File: src/rtl/cla_sub_pkg.sv
// Shared types and helpers for the nibble-serial CLA subtractor.
// Used by cla4_sub_slice and cla_serial_subtractor.
package cla_sub_pkg;

  typedef enum logic [1:0] {
    IDLE = 2'd0,
    BUSY = 2'd1,
    DONE = 2'd2
  } state_t;

  localparam int SLICE_W = 4;

  function automatic int nib_count(input int width);
    return width / SLICE_W;
  endfunction

endpackage

File: src/rtl/cla4_sub_slice.sv
// Combinational 4-bit carry-lookahead slice computing a4 + ~b4 + cin.
// All carries come directly from p/g and cin in lookahead form, not rippled.
module cla4_sub_slice
  import cla_sub_pkg::*;
(
  input  logic [SLICE_W-1:0] a4,
  input  logic [SLICE_W-1:0] b4,
  input  logic               cin,
  output logic [SLICE_W-1:0] s4,
  output logic               cout
);

  logic [SLICE_W-1:0] bn;
  logic [SLICE_W-1:0] p;
  logic [SLICE_W-1:0] g;
  logic               c1, c2, c3;

  assign bn = ~b4;
  assign p  = a4 ^ bn;
  assign g  = a4 & bn;

  assign c1   = g[0] | (p[0] & cin);
  assign c2   = g[1] | (p[1] & g[0]) | (p[1] & p[0] & cin);
  assign c3   = g[2] | (p[2] & g[1]) | (p[2] & p[1] & g[0]) | (p[2] & p[1] & p[0] & cin);
  assign cout = g[3] | (p[3] & g[2]) | (p[3] & p[2] & g[1]) | (p[3] & p[2] & p[1] & g[0])
              | (p[3] & p[2] & p[1] & p[0] & cin);

  assign s4 = p ^ {c3, c2, c1, cin};

endmodule

File: src/rtl/cla_serial_subtractor.sv
// Multi-cycle WIDTH-bit subtractor (diff = a - b - bin), one CLA nibble per clock, LSB first.
// Optional zero/ovf flag outputs are enabled by defining CLA_SUB_FLAGS_EN.
module cla_serial_subtractor
  import cla_sub_pkg::*;
#(
  parameter int WIDTH = 16
) (
  input  logic             clk,
  input  logic             rst,
  input  logic             in_valid,
  output logic             in_ready,
  input  logic [WIDTH-1:0] a,
  input  logic [WIDTH-1:0] b,
  input  logic             bin,
  output logic             out_valid,
  input  logic             out_ready,
  output logic [WIDTH-1:0] diff,
  output logic             bout
`ifdef CLA_SUB_FLAGS_EN
  ,
  output logic             zero,
  output logic             ovf
`endif
);

  localparam int NIB = nib_count(WIDTH);
  localparam int CW  = (NIB > 1) ? $clog2(NIB) : 1;

  state_t             state_q, state_d;
  logic [CW-1:0]      cnt_q, cnt_d;
  logic [WIDTH-1:0]   a_q, a_d;
  logic [WIDTH-1:0]   b_q, b_d;
  logic               carry_q, carry_d;
  logic [WIDTH-1:0]   diff_q, diff_d;
  logic               bout_q, bout_d;
`ifdef CLA_SUB_FLAGS_EN
  logic               zero_q, zero_d;
  logic               ovf_q, ovf_d;
`endif

  logic [SLICE_W-1:0] a4, b4, s4;
  logic               c4;
  logic               last;

  // Operand nibble mux selected by the slice counter
  always_comb begin
    a4 = '0;
    b4 = '0;
    for (int i = 0; i < NIB; i++) begin
      if (cnt_q == CW'(i)) begin
        a4 = a_q[i*SLICE_W +: SLICE_W];
        b4 = b_q[i*SLICE_W +: SLICE_W];
      end
    end
  end

  cla4_sub_slice u_slice (
    .a4   (a4),
    .b4   (b4),
    .cin  (carry_q),
    .s4   (s4),
    .cout (c4)
  );

  assign last = (cnt_q == CW'(NIB - 1));

  always_comb begin
    state_d = state_q;
    cnt_d   = cnt_q;
    a_d     = a_q;
    b_d     = b_q;
    carry_d = carry_q;
    diff_d  = diff_q;
    bout_d  = bout_q;
`ifdef CLA_SUB_FLAGS_EN
    zero_d  = zero_q;
    ovf_d   = ovf_q;
`endif
    case (state_q)
      IDLE: begin
        if (in_valid) begin
          a_d     = a;
          b_d     = b;
          carry_d = ~bin;
          cnt_d   = '0;
          state_d = BUSY;
        end
      end
      BUSY: begin
        for (int i = 0; i < NIB; i++) begin
          if (cnt_q == CW'(i)) diff_d[i*SLICE_W +: SLICE_W] = s4;
        end
        carry_d = c4;
        cnt_d   = cnt_q + 1'b1;
        if (last) begin
          // Carry-out of a + ~b + ~bin is the inverse of the borrow
          bout_d  = ~c4;
          cnt_d   = '0;
          state_d = DONE;
`ifdef CLA_SUB_FLAGS_EN
          zero_d  = (diff_d == '0);
          ovf_d   = (a_q[WIDTH-1] != b_q[WIDTH-1]) && (s4[SLICE_W-1] != a_q[WIDTH-1]);
`endif
        end
      end
      DONE: begin
        if (out_ready) state_d = IDLE;
      end
      default: state_d = IDLE;
    endcase
  end

  always_ff @(posedge clk or posedge rst) begin
    if (rst) begin
      state_q <= IDLE;
      cnt_q   <= '0;
      a_q     <= '0;
      b_q     <= '0;
      carry_q <= 1'b0;
      diff_q  <= '0;
      bout_q  <= 1'b0;
`ifdef CLA_SUB_FLAGS_EN
      zero_q  <= 1'b0;
      ovf_q   <= 1'b0;
`endif
    end else begin
      state_q <= state_d;
      cnt_q   <= cnt_d;
      a_q     <= a_d;
      b_q     <= b_d;
      carry_q <= carry_d;
      diff_q  <= diff_d;
      bout_q  <= bout_d;
`ifdef CLA_SUB_FLAGS_EN
      zero_q  <= zero_d;
      ovf_q   <= ovf_d;
`endif
    end
  end

  assign in_ready  = (state_q == IDLE);
  assign out_valid = (state_q == DONE);
  assign diff      = diff_q;
  assign bout      = bout_q;
`ifdef CLA_SUB_FLAGS_EN
  assign zero      = zero_q;
  assign ovf       = ovf_q;
`endif

endmodule

File: config.mk
export PLATFORM = sky130hd
export DESIGN_NAME = cla_serial_subtractor
export DESIGN_NICKNAME = d
export VERILOG_FILES = /design/src/rtl/cla_sub_pkg.sv /design/src/rtl/cla4_sub_slice.sv /design/src/rtl/cla_serial_subtractor.sv
export SDC_FILE = /design/constraint.sdc
export NUM_CORES = 1
export LEC_CHECK = 0
export BUFFER_PORTS_ARGS = -buffer_cell sky130_fd_sc_hd__buf_2
export CAP_MARGIN = 20
export CELL_PAD_IN_SITES_DETAIL_PLACEMENT = 0
export CELL_PAD_IN_SITES_GLOBAL_PLACEMENT = 1
export CORE_MARGIN = 4
export CORE_UTILIZATION = 30
export CTS_CLUSTER_SIZE = 24
export DETAILED_ROUTE_END_ITERATION = 6
export GPL_TIMING_DRIVEN = 0
export PLACE_DENSITY_LB_ADDON = 0.1
export SLEW_MARGIN = 10
export SYNTH_ARGS = -nofsm -noshare
export SYNTH_HDL_FRONTEND = slang
export SYNTH_HIERARCHICAL = 1
export SYNTH_SLANG_ARGS = --single-unit
File: constraint.sdc
create_clock -name clk -period 5.2 [get_ports clk]
set_input_delay 0.26 -clock clk [delete_from_list [all_inputs] [get_ports clk]]
set_output_delay 0.26 -clock clk [all_outputs]
set_load 0.02 [all_outputs]
==> results of run 1 <==
[cell usage after synthesis, drive strengths merged]
cell / n
dfrtp: 54
mux2: 48
inv: 13
a221oi: 12
nor2: 11
ha: 8
nand2: 6
buf: 5
nand2b: 4
nor2b: 4
o22ai: 4
a21o: 3
clkbuf: 3
a21oi: 2
o21ai: 2
xor2: 2
a22o: 1
a31o: 1
and3: 1
fa: 1
nand3b: 1
nor3: 1
o21bai: 1
o31ai: 1
or2: 1
xnor2: 1
[flip-flops by register name, summed over array words and instances, names as in the netlist]
register  flops
diff         16
cnt_q         2
carry_q       1
b_q          16
a_q          16
state_q       2
bout          1
[layout by cell type, fill, tap and decap left out]
master	synthesis	layout
clkbuf_8	0	5
buf_6	3	3
nor3_1	1	1
dlygate4sd3_1	0	1
bufinv_16	0	1
a221oi_1	12	12
o31ai_1	1	1
a22o_1	1	1
nand2b_4	1	1
mux2_2	18	18
nor2_1	10	10
clkbuf_1	2	3
a21o_1	3	3
a21oi_1	2	2
xor2_1	2	2
xnor2_1	1	1
and3_1	1	1
nand2_1	6	6
fa_1	1	1
or2_2	1	1
clkinvlp_4	0	1
a31o_1	1	1
mux2_4	30	30
clkbuf_2	1	1
nor2_8	1	1
inv_1	13	12
o21ai_0	2	2
inv_2	0	1
buf_2	2	57
o22ai_1	4	4
ha_1	8	8
nand3b_2	1	1
buf_12	0	1
dfrtp_1	54	54
nor2b_1	3	3
nor2b_2	1	1
o21bai_1	1	1
nand2b_1	3	3
[per-layer routing]
layer | up-vias | GRT usage, % | part of all wire (%) | wire length [microns]
met3 | 6 | 3.099 | 5.3 | 303
li1 | 803 | - | - | -
met2 | 36 | 17.86 | 45 | 2545
met4 | 0 | 3.067 | 0.72 | 41
met5 | - | 0 | 0 | 0
met1 | 840 | 16.65 | 49 | 2792
[layout make-up]
class	count	area (sq um)
Inverter	13	48.80
Clock inverter	2	37.54
Timing Repair Buffer	57	305.3
Buffer	8	56.30
Tap cell	105	131.4
Clock buffer	6	72.57
Multi-Input combinational cell	116	1174
Sequential cell	54	1351
Fill cell	862	5205
[kinds of logic after synthesis]
kind of cell,count (synthesis),share of synthesized area (%)
DFF,54,51.38
muxes,48,24.83
and+or+nand+nor,29,6.423
AOI/OAI and AO/OA,27,7.802
buffers and inverters,21,3.996
adders and majority gates,9,4.567
xor gates and xnor gates,3,0.9992
[through the flow]
stage,worst slack [ns],cell area [sq um]
final,2.009,3177
after floorplan,2.512,2630
after detailed placement,1.913,3057
after CTS,1.900,3177
after global routing,1.730,3177
after global placement,1.955,3037
[report_power, final]
| part | total (uW) | switching [uW] | internal, uW |
|---|---|---|---|
| registers | 772 | 129 | 643 |
| clock network | 285 | 141 | 144 |
| logic | 1420 | 722 | 695 |
[worst paths after layout]
check / to / slack [ns]
max in group asynchronous: cnt_q[1] / 4.10
min in group asynchronous: a_q[8] / 0.54
worst max-delay path: diff[7] / 2.01
worst max register to register: diff[7] / 2.01
worst min-delay path: state_q[1] / 0.13
worst min register to register: bout / 0.49
==> flow_summary.json, run 1 <==
{
  "fin_util_pct": 37.90,
  "power_leakage_uw": 0.001542,
  "stdcell_count": 361,
  "ctsHoldBuffers": 1,
  "crit_required_ns": 5.40,
  "worst_pin_slew_ns": 0.5599,
  "grt_max_degree": 32,
  "timing.fmax_mhz": 313.3,
  "path_clk_slew_ns": 0.10,
  "setup_viol": 0,
  "cp_top_family": "compound AO/OA/AOI/OAI gates",
  "row_count": 33,
  "fp.coreArea_sq_um": 8382,
  "cts-buffers-inserted": 5,
  "crit_chain": "inv_1 > ha_1 > nor2b_1 > clkbuf_1 > a221oi_1 > a221oi_1 > ha_1 > a21o_1 > a31o_1 > xor2_1 > mux2_2",
  "hold_ws_ns": 0.1329,
  "hold_viol": 0,
  "route.detailed.drc": 0,
  "nets": 301,
  "clockBufferDepth": 2,
  "synthesis.area_sq_um": 2630,
  "p_per_area_nw_per_um2": 778.8,
  "cts_tree": "built",
  "setup.worst_path.class": "register to register",
  "finalCriticalPeriod_ns": 3.191,
  "drtIter0Drc": 56,
  "cp.buffers_inverters": 2,
  "ys_ff_latch": 54,
  "grt_use_total_pct": 11.76,
  "cts_setup_buffers": 0,
  "hold_path_startpoint": "out_ready",
  "routed_via_density": 4.668,
  "worstHoldPathCells": 2,
  "dieArea_sq_um": 10330,
  "synth_cell_types": 32,
  "vias": 1685,
  "yosysSeqAreaShare_pct": 51.38,
  "max-vdd-ir-drop_v": 0.0002778,
  "yosys-top-cells-area": "dfrtp_1 (51%), mux2_4 (17%), mux2_2 (7.7%), a221oi_1 (4.0%), ha_1 (3.8%)",
  "numPortBuffers": 55,
  "cts_max_level": 2,
  "slowest_stage": "a221oi_1",
  "clock-sinks": 54,
  "yosysTopAreaCell": "dfrtp_1",
  "post-place-cells": 352,
  "cts_root_buffer": "clkbuf_8",
  "fin_setup_tns_ns": 0,
  "fin_skew_ns": 0.01144,
  "clk-insertion-delay-late_ns": 0.31,
  "status": "finished clean",
  "critPathMaxStageDelay_ns": 0.49,
  "reg2regPathDepth": 11,
  "die_w_microns": 101.6,
  "synth_nets": 237,
  "netlist_instances": 191,
  "r2r-start": "cnt_q[0]",
  "worstSetupStartpointType": "register",
  "max_slew_margin_pct": 62.68,
  "maxSlewViolCount": 0,
  "antenna_found_initial": 0,
  "grt_overflow": 0,
  "area_delta_synth_final_pct": 20.79,
  "initial_utilization_pct": 31.38,
  "place_hpwl_microns": 4291,
  "ios": 56,
  "endpoint_kind": "register",
  "layout-drive-gt1-share_pct": 48.05,
  "die_y_microns": 101.6,
  "diodes": 0,
  "firstDrtPassIters": 4,
  "grt_setup_unrepaired": "false",
  "crit_arrival_ns": 3.39,
  "cap_violations": 0,
  "ctsResizeCount": 0,
  "hp-class": "primary input to register",
  "fin_crit_sh_pct": 61.37,
  "wirelength_microns": 5682,
  "grt_pass1_vias": 1758,
  "crit_start": "cnt_q[0]",
  "gp_congestion": 0.7426,
  "yosysWarnings": 6,
  "cp_max_fo": 7,
  "cp.depth": 11,
  "grt_pass1_wl_microns": 9225,
  "antenna_left": 0,
  "finalPower_uw": 2474,
  "synth.avg_cell_area_sq_um": 13.77,
  "wl_per_cell_microns": 15.74,
  "yosysTopAreaCellShare_pct": 51.38
}
(Power assumes the default switching activity.)
==> run 2, diff against run 1 <==
==> constraint.sdc (replaced) <==
create_clock -name clk -period 2.68 [get_ports clk]
set_input_delay 0.134 -clock clk [delete_from_list [all_inputs] [get_ports clk]]
set_output_delay 0.134 -clock clk [all_outputs]
set_load 0.02 [all_outputs]
==> flow_summary.json, run 2 (synthesized netlist as in run 1, its figures left out) <==
{
  "drtIter0Drc": 48,
  "wl_per_cell_microns": 15.55,
  "status": "finished clean",
  "clockBufferDepth": 2,
  "cts_root_buffer": "clkbuf_8",
  "crit_required_ns": 2.88,
  "nets": 310,
  "max_slew_margin_pct": 69.54,
  "fin_setup_tns_ns": 0,
  "fin_crit_sh_pct": 97.08,
  "ios": 56,
  "grt_pass1_wl_microns": 9473,
  "timing.fmax_mhz": 384.4,
  "finalCriticalPeriod_ns": 2.602,
  "dieArea_sq_um": 10330,
  "vias": 1669,
  "place_hpwl_microns": 4279,
  "grt_use_total_pct": 12.03,
  "row_count": 33,
  "firstDrtPassIters": 4,
  "grt_overflow": 0,
  "max-vdd-ir-drop_v": 0.0005180,
  "crit_chain": "inv_2 > ha_4 > or2_4 > a221oi_4 > a221oi_4 > ha_1 > a21o_1 > a31o_1 > xor2_2 > mux2_4",
  "diodes": 0,
  "cts-buffers-inserted": 5,
  "final_common_cell": "buf_2",
  "clk-insertion-delay-late_ns": 0.31,
  "path_clk_slew_ns": 0.10,
  "setup.worst_path.class": "register to register",
  "place_ws_ns": -0.3760,
  "wirelength_microns": 5753,
  "endpoint_kind": "register",
  "cts_max_level": 2,
  "clock-sinks": 54,
  "worst_pin_slew_ns": 0.4563,
  "route.detailed.drc": 0,
  "routed_via_density": 4.511,
  "crit_arrival_ns": 2.80,
  "die_y_microns": 101.6,
  "grt_setup_unrepaired": "true",
  "setup_viol": 0,
  "gp_congestion": 0.7664,
  "slowest_stage": "dfrtp_1",
  "cts_tree": "built",
  "maxSlewViolCount": 0,
  "hp-class": "primary input to register",
  "cap_violations": 0,
  "layout-drive-gt1-share_pct": 58.11,
  "layout_setup_ws_ns": 0.07827,
  "power_leakage_uw": 0.001631,
  "grt_pass1_vias": 1756,
  "worstSetupStartpointType": "register",
  "antenna_left": 0,
  "placed_area_sq_um": 3069,
  "worst_path_most_repeated_cell": "a221oi_4",
  "cp_max_fo": 8,
  "initial_utilization_pct": 31.38,
  "numPortBuffers": 55,
  "stdcell_area_sq_um": 3421,
  "hold_viol": 0,
  "fp.coreArea_sq_um": 8382,
  "grt_max_degree": 36,
  "antenna_found_initial": 0,
  "die_w_microns": 101.6,
  "p_per_area_nw_per_um2": 1552,
  "fin_skew_ns": 0.007672,
  "layout_common_cells": "buf_2 (56), dfrtp_1 (53), mux2_4 (32), mux2_2 (16), buf_4 (10)",
  "area_delta_synth_final_pct": 30.07,
  "critPathMaxStageDelay_ns": 0.44
}
-- run 2: final timing paths --
| path | start | end | slack, ns | cells past startpoint |
|---|---|---|---|---|
| max | cnt_q[0] | diff[15] | 0.08 | 10 |
| min | out_ready | state_q[1] | 0.03 | 2 |
| max reg2reg | cnt_q[0] | diff[15] | 0.08 | 10 |
| min reg2reg | bout | bout | 0.49 | 2 |
| max in group asynchronous | rst | b_q[5] | 1.76 | 4 |
| min in group asynchronous | rst | a_q[3] | 0.37 | 3 |
-- run 2: cell type report --
| class | instances | area [sq um] |
|---|---|---|
| fill | 810 | 4961 |
| sequential | 54 | 1353 |
| multi-input combinational | 116 | 1315 |
| timing repair buffer | 67 | 384.1 |
| tap | 105 | 131.4 |
| buffer | 7 | 75.07 |
| clock buffer | 5 | 68.82 |
| inverter | 13 | 48.80 |
| clock inverter | 3 | 45.04 |
-- run 2: per-layer routing --
metal | global-route usage (%) | routed length, microns
met3 | 3.444 | 247
met4 | 2.761 | 36
met1 | 17.82 | 2893
met5 | 0 | 0
met2 | 17.35 | 2576
-- run 2: metrics by stage --
stage	util [%]	power, uW	instances	hold slack [ns]
floorplan	-	3598	191	0.2416
global placement	36.38	4342	351	0.3407
detailed placement	36.62	4350	352	0.1777
CTS	40.01	5273	365	0.02435
global route	40.81	5789	370	0.01205
finish	40.81	5310	370	0.02604
-- run 2: what timing repair did --
action,in CTS,in global routing
hold buffers,1,0
pin swaps,6,5
resized for setup,29,7
setup endpoints to repair,18,10
buffers inserted,5,5
endpoints found under the hold margin,19,0
-- run 2: power by group --
| group | switching, uW | total [uW] | internal, uW |
|---|---|---|---|
| registers | 280 | 1530 | 1250 |
| logic | 1550 | 3230 | 1680 |
| clock network | 277 | 555 | 278 |
| total | 2110 | 5310 | 3200 |
-- run 2: worst max-delay path, delay by kind of cell (launching register included) --
kind	cells	cell delay, ns
AND/OR/NAND/NOR	1	0.31
AO/OA/AOI/OAI	4	0.73
XOR/XNOR	1	0.18
adder cells (fa/ha/maj)	2	0.47
multiplexers	1	0.27
buffers and inverters	1	0.09
flip-flops	1	0.44
==> run 3, diff against run 2 <==
--- a/config.mk
+++ b/config.mk
@@ -5,6 +5,7 @@
 export SDC_FILE = /design/constraint.sdc
 export NUM_CORES = 1
 export LEC_CHECK = 0
+export ABC_AREA = 1
 export BUFFER_PORTS_ARGS = -buffer_cell sky130_fd_sc_hd__buf_2
 export CAP_MARGIN = 20
 export CELL_PAD_IN_SITES_DETAIL_PLACEMENT = 0
@@ -14,7 +15,7 @@
 export CTS_CLUSTER_SIZE = 24
 export DETAILED_ROUTE_END_ITERATION = 6
 export GPL_TIMING_DRIVEN = 0
-export PLACE_DENSITY_LB_ADDON = 0.1
+export PLACE_DENSITY = 0.75
 export SLEW_MARGIN = 10
 export SYNTH_ARGS = -nofsm -noshare
 export SYNTH_HDL_FRONTEND = slang
==> flow_summary.json, run 3 <==
{
  "place_ws_ns": 0.09432,
  "gp_congestion": 0.7894,
  "synthTopCellsByCount": "nand2_1 (134), dfrtp_1 (54), nand3_1 (45)",
  "cap_violations": 0,
  "ys_ff_latch": 54,
  "endpoint_kind": "register",
  "dieArea_sq_um": 10470,
  "route.detailed.drc": 0,
  "cts_root_buffer": "clkbuf_8",
  "vias": 2327,
  "numPortBuffers": 54,
  "seqPwrFrac_pct": 30.5,
  "power.share.clock_pct": 11.8,
  "wirelength_microns": 6523,
  "setup_viol": 0,
  "status": "finished clean",
  "worst_path_most_repeated_cell": "nand2_1",
  "p_int_uw": 2456,
  "synth.avg_cell_area_sq_um": 8.039,
  "final_common_cell": "nand2_1",
  "finalCriticalPeriod_ns": 2.438,
  "initial_utilization_pct": 30.75,
  "yosysSeqAreaShare_pct": 50.63,
  "p_sw_share_pct": 48.05,
  "grt_pass1_vias": 2314,
  "hold_ws_ns": 0.05151,
  "yosysTopAreaCellShare_pct": 50.63,
  "fin_util_pct": 37.73,
  "fp.coreArea_sq_um": 8678,
  "wl_per_cell_microns": 12.87,
  "place_hpwl_microns": 4976,
  "antenna_left": 0,
  "antenna_found_initial": 0,
  "yosysWarnings": 6,
  "grt_pass1_wl_microns": 11000,
  "synthesis.area_sq_um": 2669,
  "grt_overflow": 0,
  "combPwrFrac_pct": 57.7,
  "timing.fmax_mhz": 410.1,
  "power_leakage_uw": 0.001793,
  "firstDrtPassIters": 4,
  "grt_max_degree": 31,
  "hp-class": "primary input to register",
  "crit_chain": "inv_1 > ha_1 > buf_2 > buf_2 > a21oi_1 > nand2_1 > nand2_1 > nand2_1 > ha_4 > or2_0 > nand2_1 > nand2_1 > nand2_1 > nand2_1 > inv_2 > o21ai_0",
  "diodes": 0,
  "layout_setup_ws_ns": 0.2416,
  "cts_max_level": 2,
  "synth_cell_types": 21,
  "fin_setup_tns_ns": 0,
  "synth-edff-count": 0,
  "yosysTopAreaCell": "dfrtp_1",
  "area_delta_synth_final_pct": 22.69,
  "netlist_instances": 332,
  "cp_top_family": "simple AND/OR/NAND/NOR gates",
  "fin_skew_ns": 0.008911,
  "ios": 56,
  "row_count": 34,
  "clockBufferDepth": 2,
  "path_clk_slew_ns": 0.10,
  "yosys-top-cells-area": "dfrtp_1 (51%), nand2_1 (19%), nand3_1 (8.4%), ha_1 (3.8%), inv_1 (3.7%)",
  "p_per_area_nw_per_um2": 1444,
  "cts-buffers-inserted": 5,
  "grt_use_total_pct": 13.21,
  "synth.most_common_cell": "nand2_1",
  "cp.buffers_inverters": 4,
  "nets": 444,
  "ys_async_sr_fraction_pct": 100.0,
  "critPathMaxStageDelay_ns": 0.42,
  "maxSlewViolCount": 0,
  "grt_setup_unrepaired": "false",
  "cts_tree": "built",
  "worst_pin_slew_ns": 0.5616,
  "clock-sinks": 54,
  "worstSetupStartpointType": "register",
  "die_y_microns": 102.3,
  "p_sw_uw": 2271,
  "crit_arrival_ns": 2.63,
  "max-vdd-ir-drop_v": 0.0005279,
  "crit_required_ns": 2.87,
  "drtIter0Drc": 80,
  "synth_ff_type": "dfrtp_1",
  "routed_via_density": 4.590,
  "clk-insertion-delay-late_ns": 0.31,
  "synth_nets": 378,
  "layout-drive-gt1-share_pct": 23.06,
  "layout_common_cells": "nand2_1 (134), buf_2 (62), dfrtp_1 (54), nand3_1 (45), inv_1 (23)",
  "cp_max_fo": 10,
  "hold_viol": 0,
  "slowest_stage": "dfrtp_1",
  "fin_crit_sh_pct": 90.99,
  "max_slew_margin_pct": 62.51,
  "final.fill_count": 944,
  "setup.worst_path.class": "register to register",
  "die_w_microns": 102.3
}
## run 3: cell types whose count changed after synthesis, sizes merged, moves of 13 or more
cell and delta:
o21ai +17, nand3 +45, a21oi +15, inv +13, nand2 +129, mux2 -48
## run 3: final timing paths
path | endpoint | cells past startpoint | slack [ns] | startpoint
setup / recovery | diff[11] | 16 | 0.24 | cnt_q[0]
hold / removal | a_q[7] | 3 | 0.05 | a[7]
setup reg to reg | diff[11] | 16 | 0.24 | cnt_q[0]
hold reg to reg | a_q[2] | 2 | 0.48 | a_q[2]
max in group asynchronous | a_q[14] | 4 | 1.71 | rst
min in group asynchronous | state_q[1] | 3 | 0.42 | rst
## run 3: area by class of cell
class | instances | area [sq um] | area share, %
clock inverter | 3 | 43.79 | 1.337
timing repair buffer | 59 | 325.3 | 9.935
buffer | 17 | 97.59 | 2.981
inverter | 26 | 101.3 | 3.095
multi-input combinational | 235 | 1151 | 35.15
sequential | 54 | 1351 | 41.27
clock buffer | 5 | 68.82 | 2.102
tap | 108 | 135.1 | 4.127
## run 3: worst min-delay path, delay by kind of cell
kind / cells / cell delay (ns)
simple gates: 2 / 0.12
buf+inv: 1 / 0.07
## run 3: kinds of logic after synthesis
family / Yosys count / share of synthesized area [%]
xor gates and xnor gates: 1 / 0.3282
AOI/OAI and AO/OA: 37 / 7.736
buffers and inverters: 43 / 7.172
DFF: 54 / 50.63
adders and majority gates: 9 / 4.501
and+or+nand+nor: 188 / 29.63
## run 3: power groups by stage
stage / Sequential (uW) / Combinational (uW) / Clock, uW
floorplan: 1550 / 1780 / 0
global placement: 1450 / 2580 / 0
detailed placement: 1460 / 2630 / 0
CTS: 1450 / 2640 / 579
global route: 1490 / 3150 / 612
finish: 1440 / 2730 / 559
## run 3: through the flow
step	power, uW	area [sq um]	instances
floorplan	3331	2669	332
global placement	4024	3074	494
detailed placement	4093	3094	495
CTS	4669	3227	505
global route	5252	3274	507
finish	4727	3274	507
## run 3: timing repair
item                                   4_1_cts  5_1_grt
setup endpoints to repair                    0        7
endpoints found under the hold margin       25        0
gates resized for setup                      0        7
setup buffers                                0        2
hold buffers                                 2        0
## run 3: routing by layer
layer / GRT usage [%] / vias up / part of all wire, % / wire length, microns
li1: - / 1191 / - / -
met1: 18.50 / 1077 / 48 / 3142
met2: 21.74 / 55 / 45 / 2963
met3: 2.662 / 4 / 6.0 / 391
met4: 1.816 / 0 / 0.40 / 26
met5: 0 / - / 0 / 0
